### config.mk
export PLATFORM = sky130hd
export DESIGN_NAME = multicycle_control
export DESIGN_NICKNAME = d
export VERILOG_FILES = /design/src/rtl/legv8_ctrl_pkg.sv /design/src/rtl/multicycle_opclass.sv /design/src/rtl/multicycle_control.sv
export SDC_FILE = /design/constraint.sdc
export NUM_CORES = 1
export LEC_CHECK = 0
export ABC_AREA = 1
export ABC_CLOCK_PERIOD_IN_PS = 3200
export BUFFER_PORTS_ARGS = -buffer_cell sky130_fd_sc_hd__buf_2
export CAP_MARGIN = 20
export CORE_MARGIN = 2
export CORE_UTILIZATION = 46
export DETAILED_ROUTE_END_ITERATION = 7
export GPL_TIMING_DRIVEN = 1
export PLACE_DENSITY = 0.83
export SYNTH_ARGS = -nofsm -noshare
export SYNTH_HDL_FRONTEND = slang
export SYNTH_SLANG_ARGS = --single-unit
### constraint.sdc
create_clock -name CLK -period 3.2 [get_ports CLK]
set_clock_uncertainty 0.05 [all_clocks]
set_input_delay 0.16 -clock CLK [delete_from_list [all_inputs] [get_ports CLK]]
set_output_delay 0.16 -clock CLK [all_outputs]
set_load 0.02 [all_outputs]
### src/rtl/legv8_ctrl_pkg.sv
// Shared definitions for the multicycle LEGv8 main control unit.
// Holds the state encoding, opcode match constants, ALUop and ALUSrcB codes,
// and the one-hot opcode class bundle passed from the classifier to the FSM.
package legv8_ctrl_pkg;

    typedef enum logic [3:0] {
        S_FETCH   = 4'd0,
        S_DECODE  = 4'd1,
        S_MEMADDR = 4'd2,
        S_MEMRD   = 4'd3,
        S_MEMWB   = 4'd4,
        S_MEMWR   = 4'd5,
        S_EXEC_R  = 4'd6,
        S_RWB     = 4'd7,
        S_BR_CBZ  = 4'd8,
        S_BR_B    = 4'd9,
        S_HALT    = 4'd10
    } state_t;

    // Exact-match opcodes
    localparam logic [10:0] OP_ADD  = 11'b10001011000;
    localparam logic [10:0] OP_SUB  = 11'b11001011000;
    localparam logic [10:0] OP_AND  = 11'b10001010000;
    localparam logic [10:0] OP_ORR  = 11'b10101010000;
    localparam logic [10:0] OP_LDUR = 11'b11111000010;
    localparam logic [10:0] OP_STUR = 11'b11111000000;

    // Opcodes whose low bits belong to the immediate/offset field
    localparam logic [10:0] OP_ORRI      = 11'b10110010000;
    localparam logic [10:0] OP_ORRI_MASK = 11'b11111111110;
    localparam logic [10:0] OP_CBZ       = 11'b10110100000;
    localparam logic [10:0] OP_CBZ_MASK  = 11'b11111111000;
    localparam logic [10:0] OP_B         = 11'b00010100000;
    localparam logic [10:0] OP_B_MASK    = 11'b11111100000;

    localparam logic [1:0] ALUOP_ADD   = 2'b00;
    localparam logic [1:0] ALUOP_CBZ   = 2'b01;
    localparam logic [1:0] ALUOP_RTYPE = 2'b10;

    localparam logic [1:0] SRCB_REG    = 2'b00;
    localparam logic [1:0] SRCB_FOUR   = 2'b01;
    localparam logic [1:0] SRCB_IMM    = 2'b10;
    localparam logic [1:0] SRCB_IMM_SH = 2'b11;

    // Exactly one member is set for any opcode value.
    typedef struct packed {
        logic mem_ld;
        logic mem_st;
        logic rtype;
        logic rimm;
        logic cbz;
        logic b;
        logic illegal;
    } opclass_t;

    function automatic logic op_match(input logic [10:0] op,
                                      input logic [10:0] val,
                                      input logic [10:0] mask);
        return (op & mask) == val;
    endfunction

endpackage

### src/rtl/multicycle_opclass.sv
// Opcode classifier: instruction[31:21] -> one-hot instruction class.
// Latency: purely combinational, no state.
// Backpressure: none; output follows the opcode input directly.
// Ports: opcode (11b in), opclass (opclass_t out, one-hot).
module multicycle_opclass
    import legv8_ctrl_pkg::*;
(
    input  logic [10:0] opcode,
    output opclass_t    opclass
);

    logic known;

    always_comb begin
        opclass.mem_ld = (opcode == OP_LDUR);
        opclass.mem_st = (opcode == OP_STUR);
        opclass.rtype  = (opcode == OP_ADD) || (opcode == OP_SUB) ||
                         (opcode == OP_AND) || (opcode == OP_ORR);
        opclass.rimm   = op_match(opcode, OP_ORRI, OP_ORRI_MASK);
        opclass.cbz    = op_match(opcode, OP_CBZ,  OP_CBZ_MASK);
        opclass.b      = op_match(opcode, OP_B,    OP_B_MASK);
        known          = opclass.mem_ld | opclass.mem_st | opclass.rtype |
                         opclass.rimm | opclass.cbz | opclass.b;
        opclass.illegal = ~known;
    end

endmodule

### src/rtl/multicycle_control.sv
// Main control FSM for the multicycle LEGv8 datapath (fetch/decode/exec/mem/wb).
// Latency: R-type 4, LDUR 5, STUR 4, CBZ 3, B 3 cycles with zero-wait memory.
// Backpressure: FETCH/MEMRD/MEMWR hold their strobes and state until MemReady=1.
// Ports: CLK, Reset (async, active-high), Opcode[10:0], MemReady in; ALUop[1:0],
//   ALUSrcA, ALUSrcB[1:0], IorD, datapath strobes, State[3:0], Illegal out.
// Build option: MULTICYCLE_CTRL_ILLEGAL_TRAP_EN traps unknown opcodes in HALT;
//   without it an unknown opcode retires as a NOP and Illegal is tied low.
module multicycle_control
    import legv8_ctrl_pkg::*;
(
    input  logic        CLK,
    input  logic        Reset,
    input  logic [10:0] Opcode,
    input  logic        MemReady,
    output logic [1:0]  ALUop,
    output logic        ALUSrcA,
    output logic [1:0]  ALUSrcB,
    output logic        IorD,
    output logic        IRWrite,
    output logic        PCWrite,
    output logic        PCWriteCond,
    output logic        MemRead,
    output logic        MemWrite,
    output logic        MemtoReg,
    output logic        RegWrite,
    output logic        Reg2Loc,
    output logic        PCSource,
    output logic [3:0]  State,
    output logic        Illegal
);

`ifdef MULTICYCLE_CTRL_ILLEGAL_TRAP_EN
    localparam state_t ILLEGAL_NEXT = S_HALT;
`else
    localparam state_t ILLEGAL_NEXT = S_FETCH;
`endif

    state_t   state;
    state_t   next_state;
    opclass_t cls;

    multicycle_opclass u_opclass (
        .opcode  (Opcode),
        .opclass (cls)
    );

    always_ff @(posedge CLK or posedge Reset) begin
        if (Reset) state <= S_FETCH;
        else       state <= next_state;
    end

    always_comb begin
        next_state  = state;
        ALUop       = ALUOP_ADD;
        ALUSrcA     = 1'b0;
        ALUSrcB     = SRCB_REG;
        IorD        = 1'b0;
        IRWrite     = 1'b0;
        PCWrite     = 1'b0;
        PCWriteCond = 1'b0;
        MemRead     = 1'b0;
        MemWrite    = 1'b0;
        MemtoReg    = 1'b0;
        RegWrite    = 1'b0;
        PCSource    = 1'b0;

        case (state)
            S_FETCH: begin
                MemRead = 1'b1;
                ALUSrcB = SRCB_FOUR;
                // The IR and PC+4 may only be committed once memory delivers,
                // and never while reset is holding the FSM in FETCH.
                IRWrite = MemReady & ~Reset;
                PCWrite = MemReady & ~Reset;
                if (MemReady) next_state = S_DECODE;
            end
            S_DECODE: begin
                // Speculatively compute the branch target into ALUOut.
                ALUSrcB    = SRCB_IMM_SH;
                next_state = S_FETCH;
                if (cls.mem_ld || cls.mem_st)   next_state = S_MEMADDR;
                else if (cls.rtype || cls.rimm) next_state = S_EXEC_R;
                else if (cls.cbz)               next_state = S_BR_CBZ;
                else if (cls.b)                 next_state = S_BR_B;
                else if (cls.illegal)           next_state = ILLEGAL_NEXT;
            end
            S_MEMADDR: begin
                ALUSrcA    = 1'b1;
                ALUSrcB    = SRCB_IMM;
                next_state = cls.mem_ld ? S_MEMRD : S_MEMWR;
            end
            S_MEMRD: begin
                IorD    = 1'b1;
                MemRead = 1'b1;
                if (MemReady) next_state = S_MEMWB;
            end
            S_MEMWB: begin
                RegWrite   = 1'b1;
                MemtoReg   = 1'b1;
                next_state = S_FETCH;
            end
            S_MEMWR: begin
                IorD     = 1'b1;
                MemWrite = 1'b1;
                if (MemReady) next_state = S_FETCH;
            end
            S_EXEC_R: begin
                ALUSrcA    = 1'b1;
                ALUSrcB    = cls.rimm ? SRCB_IMM : SRCB_REG;
                ALUop      = ALUOP_RTYPE;
                next_state = S_RWB;
            end
            S_RWB: begin
                RegWrite   = 1'b1;
                next_state = S_FETCH;
            end
            S_BR_CBZ: begin
                ALUSrcA     = 1'b1;
                ALUop       = ALUOP_CBZ;
                PCWriteCond = 1'b1;
                PCSource    = 1'b1;
                next_state  = S_FETCH;
            end
            S_BR_B: begin
                PCWrite    = 1'b1;
                PCSource   = 1'b1;
                next_state = S_FETCH;
            end
            S_HALT: begin
                next_state = S_HALT;
            end
            default: begin
                next_state = S_FETCH;
            end
        endcase
    end

    // Register 2 read address comes from Rt for stores and CBZ once the IR
    // is valid, i.e. in every state after FETCH.
    assign Reg2Loc = (state != S_FETCH) && (cls.mem_st || cls.cbz);
    assign State   = state;

`ifdef MULTICYCLE_CTRL_ILLEGAL_TRAP_EN
    assign Illegal = (state == S_HALT);
`else
    assign Illegal = 1'b0;
`endif

endmodule

---- Word level (Yosys, flattened, before mapping) ----
Cells that the tools add are included.
word-level totals
  word-level logic and storage cells ...... 62
  output and inout bits ................... 20
  input bits .............................. 14
  flip-flop bits (word level) ............. 4
operators by class
  bitwise logic cells ..................... 2
  multiplexer cells ....................... 22
  reductions and logical operators ........ 15
  equality and inequality tests ........... 22
operator list
  cell                                                              number
  11-bit == test (second input constant)                            6
  4-bit 2-to-1 mux                                                  7
  4-bit case mux with 7 select lines                                1
  4-bit by 3-bit == test with 1-bit output (second input constant)  4
  4-bit == test (second input constant)                             3
  10-bit == test (second input constant)                            1
  1-bit 2-to-1 mux                                                  9
  4-bit by 2-bit == test with 1-bit output (second input constant)  2
  8-bit == test (second input constant)                             1
  2-bit case mux with 4 select lines                                1
  2-bit OR reduction                                                4
  6-bit by 3-bit == test with 1-bit output (second input constant)  1
  1-bit logical OR                                                  6
  2-bit != test (second input constant)                             3
  4-bit by 1-bit == test with 1-bit output (second input constant)  1
  4-bit logical NOT                                                 1
  2-bit case mux with 2 select lines                                1
  4-bit nonzero test                                                1
  3-bit 2-to-1 mux                                                  1
  3-bit AND reduction                                               1
  3-bit OR reduction                                                1
  2-bit 2-to-1 mux                                                  1
  1-bit case mux with 2 select lines                                1
  1-bit bitwise AND                                                 1
  other kinds (2)                                                   2

---- Longest topological paths before layout ----
Gate-level depths: netlist of run 1.
  depth in word-level cells ............... 8
  depth in mapped cells ................... 10
  gate-level depth less buffers ........... 10

---- Hierarchy ----
From an unflattened synthesis of run 1, not the netlist that was laid out.
unflattened totals
  cell total of the unflattened synthesis .. 134
  area total of the unflattened synthesis .. 660.6 um2
modules (own cells, without submodules)
  module              cells an instance  sequential area each (um2)  area each (um2)  instances
  multicycle_control  81                 100.1                       442.9            1
  multicycle_opclass  53                 0.0                         217.7            1

---- Least setup slack after synthesis of run 1 ----
OpenSTA, ideal clock, no wires.
  path type ............................... register to output
  start point ............................. register state[1], in the netlist State[1]
  end point ............................... output PCWrite
  path buffers ............................ 0
  data arrival time ....................... 1.379 ns
  cell stages (with the launch flop) ...... 5
  setup slack ............................. 1.611 ns
  required time ........................... 2.990 ns
  cells stage by stage .................... dfrtp_1 nor2_1 nand2_2 nor3_2 a31o_2
between the ends
  word-level cells in the longest chain between the ends .. 2
  elaborated cells on any way between the ends .. 3
  classes of those cells .................. 1 x eq/ne; 1 x mux; 1 x reduce/logical
RTL lines
  element                                             line                      text
  start, declared                                     multicycle_control.sv:38  state_t state;
  start signal, assigned                              multicycle_control.sv:49  else state <= next_state;
  4-bit == test or 4-bit logical NOT (tied branches)  multicycle_control.sv:67  case (state)
  1-bit case mux with 2 select lines *                multicycle_control.sv:67
  end, declared                                       multicycle_control.sv:20  output logic PCWrite,
Every way passes the cells marked *; elsewhere a longest branch is shown, timed or not.

---- Worst setup path in the final report of run 1 ----
Ends and elaborated chain as after synthesis.

==> impl_results.md, run 1 <==
* Most numerous cell in the Yosys netlist: nand2_1
* Setup crit end: PCWrite
* Placed Area at 772 sq um
* IO Count at 34
* Synth area leaders: nand2_1 (18%), nor2_1 (17%), dfrtp_1 (17%)
* Setup Total Neg Slack at 0 ns
* First-iteration detailed-routing DRC count at 17
* Power per standard cell area at 416 nW/um^2
* Reg2Reg Setup Slack at 1.92 ns
* Final min period at about 1.7 ns
* Yosys top cell area share at 0.175
* Prevailing post-synth register cell: dfrtp_1
* Worst path arrival time at 1.52 ns
* Worst Hold Class: primary input to flip-flop
* Vias in the first global route at 634
* CP endpoint kind: output port
* Number of library cell types mapped by synthesis at 26
* Reg clk slew, reported paths at ~0.040 ns
* Synth Register Bits at 4
* Largest register FFs at 4
* Synth Instances at around 110
* Status: finished clean
* Reg2reg start: State[1]
* Die area at 1610 sq um
* Antenna-violating nets left at 0
* VDD IR max at 0.000192 V
* Total number of vias at approximately 780
* GRT Total Usage at 0.240
* Buffers on Ports at 32
* Post-synth EDFFs at 0
* Fmax at 579 MHz
* DIE HEIGHT at 40.1 um
* Area leader, netlist: nand2_1
* Synthesis-to-layout area growth at 34.0%
* Ordered cell list for the critical path: nor2_1 > nand2_2 > nor3_2 > a31o_2 > buf_2
* CP startpoint kind: flip-flop
* Final Max Slew Viols at 0
* CTS Sinks at 4
* Final setup fails at 0
* Core area at approximately 1300 sq um
* DR pass1 iterations at 4
* Ratio of cells with drive above 1 in the final layout at 0.320
* # DRC at 0
* Initial antenna violation count at 0
* TritonCTS clock tree: yes
* Starting Density at 0.480
* Post-synthesis async set-or-reset flop share at 1.00
* First-pass GRT wire length at 2.53 mm
* Largest net degree at the start of global routing at 9
* CTS H-Tree Depth at 1
* CP max FO at 8
* Detailed Route WL at 1.69 mm
* Cells on worst reg2reg path at 6
* N_diodes at 0
* Crit Path Class: flip-flop to output port
* Clock Latency Late Sink at 0.26 ns
* Pleak at 0.000523 uW
* Wirelength per Cell at roughly 10 um
* Total gr overflow at 0
* Hold Fails Final Rpt at 0
* Post-CTS Resized at 0
* Ys Warns at 0
* GPL Wtd Cong at ~0.84
* CTS max path bufs at 2
* WP data required at 2.99 ns
* Final Cycle Share at 0.540
* CP Launch Point: State[1]
* Chip width at 40.1 um
* Synth top cells by count: nand2_1 (28), nor2_1 (27), inv_1 (18), nand3_1 (7), dfrtp_1 (4)
* Syn Std Cell Area at ~600 sq um
* RSZ-0062 raised after global routing: false
* Post-synthesis sequential area ratio at 0.167
* CTS root buf: clkbuf_4
* Reg2Reg Capture Point: State[0]
* Max-cap check violation count at 0
* CTS Buf Count at 3
* Via/cell ratio at 4.83
* Row cnt at 13
* Nets at 163
* Fin area at 805 sq um
* Max stage delay on crit path at 0.45 ns
* Post-DP HPWL at 1.39 mm
* Average size of a mapped cell at 5.36 sq um
* Slowest CP cell: dfrtp_1
* Post-Syn Nets at 126
how the worst min path moves through the flow:
| stage | from | end | slack (ns) | depth (start not counted) |
|---|---|---|---|---|
| after floorplan | Reset | State[0] | -0.12 | 1 |
| after global placement | Reset | State[2] | 0.005 | 2 |
| after detailed placement | Reset | State[2] | 0.01 | 2 |
| after CTS | MemReady | State[2] | 0.21 | 4 |
| after global routing | MemReady | State[2] | 0.23 | 4 |
| final | MemReady | State[2] | 0.22 | 4 |
worst max-delay path: cells and delay by family, from the launching register on:
kind,cells,cell delay (ns)
DFF,1,0.45
buffers and inverters,1,0.15
AOI/OAI and AO/OA,1,0.13
and+or+nand+nor,3,0.53
per-layer routing:
layer,track usage,part of all wire,vias up,routed length (um)
met3,0.0333,0.050,3,84
met2,0.435,0.51,24,856
met1,0.264,0.42,339,719
met4,0.129,0.018,0,31
li1,-,-,416,-
met5,0,0,-,0
final cells by class:
type / instances / area, sq um
clock buffer: 3 / 22.5
fill: 129 / 448
inverter: 20 / 75.1
multi-input combinational: 87 / 418
sequential: 4 / 100
tap: 15 / 18.8
timing repair buffer: 33 / 170
logic make-up (layout without fill, tap and decap cells):
family                 count (synthesis)  count (layout)  share of synthesized area
AO/OA/AOI/OAI                         11              11                      0.129
buffers and inverters                 21              56                      0.138
AND/OR/NAND/NOR                       75              75                      0.560
other                                  1               1                    0.00624
flip-flops                             4               4                      0.167
per-stage QoR:
step / hold slack, ns / setup WS, ns / utilization / std cells / total power, uW
2_1_floorplan: -0.124 / 1.61 / - / 112 / 205
3_3_place_gp: 0.00451 / 1.78 / 0.616 / 158 / 259
3_5_place_dp: 0.0148 / 1.75 / 0.616 / 158 / 263
4_1_cts: 0.206 / 1.48 / 0.642 / 162 / 332
5_1_grt: 0.235 / 1.40 / 0.642 / 162 / 358
6_report: 0.216 / 1.47 / 0.642 / 162 / 334
timing repair:
| action | CTS | global route |
|---|---|---|
| hold endpoints to repair | 4 | 0 |
| buffers inserted | 0 | 0 |
| hold buffers | 1 | 0 |
| setup endpoints to repair | 0 | 0 |
layout by cell type (no fill, tap or decap), drive strengths merged:
cell type    instances
nand4                3
or2                  2
o21ai                6
dlygate4sd3          1
clkbuf               3
conb                 1
nand2               31
inv                 20
buf                 32
a21oi                2
dfrtp                4
o22ai                1
nor3                 2
a21boi               1
a31o                 1
nor2                29
nand3b               1
nand3                7
report_power, final:
group | switching (uW) | internal, uW | leakage, uW
registers | 7.09 | 57.9 | 0.0000537
logic | 134 | 64.4 | 0.000455
clock network | 28.2 | 42.4 | 0.0000138
No activity file was read; power rests on OpenSTA's default activity.
==> run 2: changes to the inputs <==
Settings changed: ABC_AREA 1 to 0, ABC_CLOCK_PERIOD_IN_PS 3200 to 1700, CORE_UTILIZATION 46 to 42, PLACE_DENSITY 0.83 to 0.77.
Clock period 3.2 ns to 1.7 ns, I/O delays scaled along.
==> impl_results.md, run 2 <==
* Die area at 1730 sq um
* Buffers on Ports at 32
* GRT Total Usage at 0.210
* Synth area leaders: dfrtp_1 (17%), a21oi_1 (9.3%), nand2b_1 (8.4%)
* Post-synth EDFFs at 0
* M3 GR Usage at 0.0130
* Pleak at just over 0.0004 uW
* First-pass GRT wire length at 2.97 mm
* CTS max path bufs at 2
* Detailed Route WL at about 1.8 mm
* Fmax at between 600 and 700 MHz
* Number of library cell types mapped by synthesis at 31
* Met1 Resource Use GR at 0.260
* Largest net degree at the start of global routing at 18
* Commonest non-fill, non-tap cell in the layout: buf_2
* RSZ-0062 raised after global routing: false
* Post-DP HPWL at 1.39 mm
* VDD IR max at 0.000331 V
* Antenna-violating nets left at 0
* Hold Fails Final Rpt at 0
* CTS H-Tree Depth at 1
* CP endpoint kind: output port
* # DRC at 0
* Post-synthesis async set-or-reset flop share at 1.00
* Power per standard cell area at 394 nW/um^2
* Core area at 1320 sq um
* DIE HEIGHT at about 42 um
* Vias in the first global route at just over 700
* Starting Density at 0.451
* Total number of vias at between 700 and 800
* TritonCTS clock tree: yes
* Final min period at 1.61 ns
* GPL Wtd Cong at 0.872
* Average size of a mapped cell at between 6 and 7 sq um
* Final Max Slew Viols at 0
* Reg clk slew, reported paths at about 0.04 ns
* Gr busiest metal: met2
* Setup Total Neg Slack at 0 ns
* Setup slack after layout at 0.0856 ns
* Hold slack at 0.223 ns
* Ratio of cells with drive above 1 in the final layout at 0.387
* Syn Std Cell Area at 594 sq um
* Largest register FFs at 4
* Ys Warns at 0
* Place WS at 0.188 ns
* Max-cap check violation count at 0
* Synthesis-to-layout area growth at 42.9%
* Clock Latency Late Sink at 0.24 ns
* CTS Buf Count at 3
* Final setup fails at 0
* Crit Path Class: flip-flop to output port
* DR pass1 iterations at 4
* Row cnt at 13
* Placed cells at 135
* CP max FO at 9
* Synth top cells by count: a21oi_1 (11), nor2_1 (11), nor3_1 (9), clkbuf_1 (8), nand2b_1 (8)
* Most frequent cells in the layout: buf_2 (32), nor2_1 (11), a21oi_1 (11)
* Synth Register Bits at 4
* Prevailing post-synth register cell: dfrtp_1
* Layout Utilization at 0.645
* Worst path arrival time at 1.48 ns
* WP data required at 1.56 ns
* Final Cycle Share at 0.950
* Chip width at 41.6 um
* Wirelength per Cell at 12.9 um
* N_diodes at 0
* Via/cell ratio at 5.71
* Post-Syn Nets at 103
* Status: finished clean
* CTS root buf: clkbuf_4
* Synth Instances at between 80 and 90
* Post-synthesis sequential area ratio at 0.168
* Initial antenna violation count at 0
* Area leader, netlist: dfrtp_1
* Met2 usage at 0.378
* CP startpoint kind: flip-flop
* Total gr overflow at 0
* Yosys top cell area share at 0.168
* Worst Hold Class: primary input to flip-flop
* Post-route insts no fill at 139
* First-iteration detailed-routing DRC count at 17
* Post-CTS setup buffers at 0
* IO Count at 34
* Nets at 140
* CTS Sinks at 4
-- run 2: cell types whose count changed after synthesis, moves of 3 or more --
cell | previous run | this run
a21oi_1 | 2 | 11
clkbuf_1 | 0 | 8
inv_1 | 18 | 3
nand2_1 | 28 | 2
nand2b_1 | 0 | 8
nand3_1 | 7 | 0
nor2_1 | 27 | 11
nor2b_1 | 0 | 3
nor3_1 | 1 | 9
nor4_1 | 0 | 3
o211ai_1 | 0 | 3
-- run 2: routing by layer --
metal / up-vias / routed length [um]
met3: 2 / 85
li1: 401 / -
met4: 0 / 17
met2: 29 / 914
met5: - / 0
met1: 362 / 781
-- run 2: report_power, final --
part	internal [uW]	switching (uW)	leakage [uW]
Sequential	98.0	4.31	0.0000544
Combinational	51.0	64.0	0.000342
Clock	78.9	38.5	0.0000138
Total	228	107	0.000410
-- run 2: path summary, 6_finish.rpt --
check                           depth (start not counted)  slack [ns]       from       end
worst max-delay path                                    5        0.09   State[1]  RegWrite
worst min-delay path                                    3        0.22  Opcode[1]  State[1]
worst max register to register                          4        0.12   State[0]  State[2]
worst min register to register                          2        0.58   State[3]  State[0]
max in group asynchronous                               3        1.21      Reset  State[3]
min in group asynchronous                               3        0.24      Reset  State[0]
-- run 2: cell families after synthesis --
| kind of cell | Yosys count | synth area share |
|---|---|---|
| buffers and inverters | 12 | 0.0821 |
| flip-flops | 4 | 0.168 |
| XOR/XNOR | 1 | 0.0147 |
| other | 1 | 0.00631 |
| AO/OA/AOI/OAI | 22 | 0.242 |
| multiplexers | 1 | 0.0168 |
| AND/OR/NAND/NOR | 48 | 0.470 |
-- run 2: stage by stage --
stage,power (uW),area [sq um]
floorplan,166,601
global placement,209,802
detailed placement,213,802
CTS,337,840
global route,356,850
finish,335,850
-- run 2: repair_timing --
item,in CTS,in global routing
resized for setup,2,2
hold buffers,1,0
endpoints found under the hold margin,4,0
pin swaps,0,0
setup endpoints to repair,1,2
-- run 2: critical path, cell delays in order (launching register included) --
cell and delay, ns:
dfrtp_1 0.40, buf_4 0.18, nor2b_4 0.15, buf_4 0.15
nor3_1 0.17, buf_2 0.19
-- run 2: area by class of cell --
cell class,count,area [sq um]
Clock buffer,3,22.5
Fill cell,130,468
Inverter,3,11.3
Multi-Input combinational cell,73,467
Sequential cell,4,100
Tap cell,15,18.8
Timing Repair Buffer,41,230
==> run 3: changes to the inputs <==
Settings changed: CORE_UTILIZATION 42 to 35, PLACE_DENSITY 0.77 to 0.66, SLEW_MARGIN set to 20.
==> impl_results.md, run 3 (synthesis results as in run 2) <==
* GPL Wtd Cong at 0.822
* CTS H-Tree Depth at 1
* Fmax at 621 MHz
* CP max FO at 12
* RSZ-0062 raised after global routing: false
* First-iteration detailed-routing DRC count at 33
* Post-route insts no fill at 141
* Reg2reg start: State[1]
* CTS Sinks at 4
* DIE HEIGHT at 45.2 um
* Worst Hold Class: primary input to flip-flop
* TritonCTS clock tree: yes
* Status: finished clean
* Ordered cell list for the critical path: buf_4 > nor2b_2 > nor2_1 > a2bb2oi_1 > nor2_1 > buf_2
* Setup slack after layout at 0.0888 ns
* Final Max Slew Viols at 0
* Max stage delay on crit path at roughly 0.39 ns
* Placed Area at 811 sq um
* Total number of vias at between 800 and 900
* Core area at 1540 sq um
* Hold Path Sink: State[1]
* IO Count at 34
* Reg2Reg Setup Slack at 0.17 ns
* Family with the most delay on the worst path: flip-flops
* Largest net degree at the start of global routing at 18
* DR pass1 iterations at 4
* CTS Buf Count at 3
* Hold Fails Final Rpt at 0
* CTS max path bufs at 2
* Detailed Route WL at approximately 1.8 mm
* Fin area at ~850 sq um
* Nets at 141
* Initial antenna violation count at 0
* Final min period at 1.61 ns
* Place WS at 0.202 ns
* Row cnt at 14
* Reg2Reg Capture Point: State[2]
* CTS root buf: clkbuf_4
* Largest register FFs at 4
* CP endpoint kind: output port
* N_diodes at 0
* Die area at 2040 sq um
* Chip width at 45.2 um
* Pleak at 0.000411 uW
* Worst path arrival time at 1.48 ns
* # DRC at 0
* Vias in the first global route at 686
* Fill cells at 175
* Total gr overflow at 0
* Crit Path Class: flip-flop to output port
* Final Cycle Share at 0.948
* Worst hold stages at 3
* Hold slack at 0.227 ns
* Post-DP HPWL at 1.44 mm
* Reg clk slew, reported paths at 0.04 ns
* Max-cap check violation count at 0
* Cells on worst reg2reg path at 4
* Commonest non-fill, non-tap cell in the layout: buf_2
* Worst path bufs/invs at 2
* VDD IR max at 0.000234 V
* Slowest CP cell: dfrtp_1
* Starting Density at 0.386
* GRT Total Usage at 0.198
* Placed cells at 137
* Worst Min Path Start: Opcode[1]
* Most frequent cells in the layout: buf_2 (32), nor2_1 (11), a21oi_1 (11)
* Ratio of cells with drive above 1 in the final layout at 0.392
* Wirelength per Cell at between 10 and 15 um
* First-pass GRT wire length at 2.99 mm
* WP data required at 1.56 ns
* Via/cell ratio at 5.72
* CP most frequent cell: nor2_1
* Clock Latency Late Sink at roughly 0.24 ns
* Buffers on Ports at 32
* Antenna-violating nets left at 0
* Final setup fails at 0
* Synthesis-to-layout area growth at 43.2%
* Power per standard cell area at 395 nW/um^2
* CP startpoint kind: flip-flop
[run 3: changes by cell type in the layout (fill, tap and decap cells not counted)]
cell and delta:
or2_2 -1, nor2b_2 +2, buf_4 +1, or2_4 +1, nor2b_4 -2
[run 3: where the power goes]
part	total, uW	switching [uW]	internal (uW)
Clock	120	41.3	79.1
Sequential	100	2.20	98.0
Combinational	115	65.5	49.9
Total	336	109	227
[run 3: layout make-up]
cell class	count	area, sq um	share of cell area
well taps	16	20.0	0.0235
clock buffers	3	22.5	0.0265
multi-input cells	73	459	0.540
repair buffers	42	238	0.279
inverters	3	11.3	0.0132
flip-flops and latches	4	100	0.118
[run 3: how the worst max path moves through the flow]
stage               startpoint          to  cells after the start
detailed placement    State[1]    State[2]                      4
global placement      State[1]    State[2]                      4
CTS                   State[0]  ALUSrcB[1]                      6
floorplan             State[2]    MemtoReg                      4
global route          State[2]     ALUSrcA                      6
finish                State[1]  ALUSrcB[1]                      6
[run 3: repair_timing]
item	4_1_cts	5_1_grt
hold endpoints to repair	4	0
setup endpoints to repair	1	2
hold buffers	1	0
gates resized for setup	1	2
pin swaps	0	0
buffers inserted	0	0
[run 3: routing by layer]
metal	up-vias	global-route usage	part of all wire
met5	-	0	0
li1	394	-	-
met2	35	0.334	0.48
met1	375	0.252	0.45
met3	2	0.0240	0.062
met4	0	0.0824	0.010
[run 3: metrics by stage]
step                power, uW  TNS (ns)  utilization
floorplan                 166  -0.00148            -
global route              355         0        0.552
CTS                       340         0        0.549
finish                    336         0        0.552
global placement          212         0        0.526
detailed placement        213         0        0.526
[run 3: tightest hold or removal path: stages]
cell,delay [ns]
buf_2,0.13
a21oi_1,0.12
o311ai_0,0.11
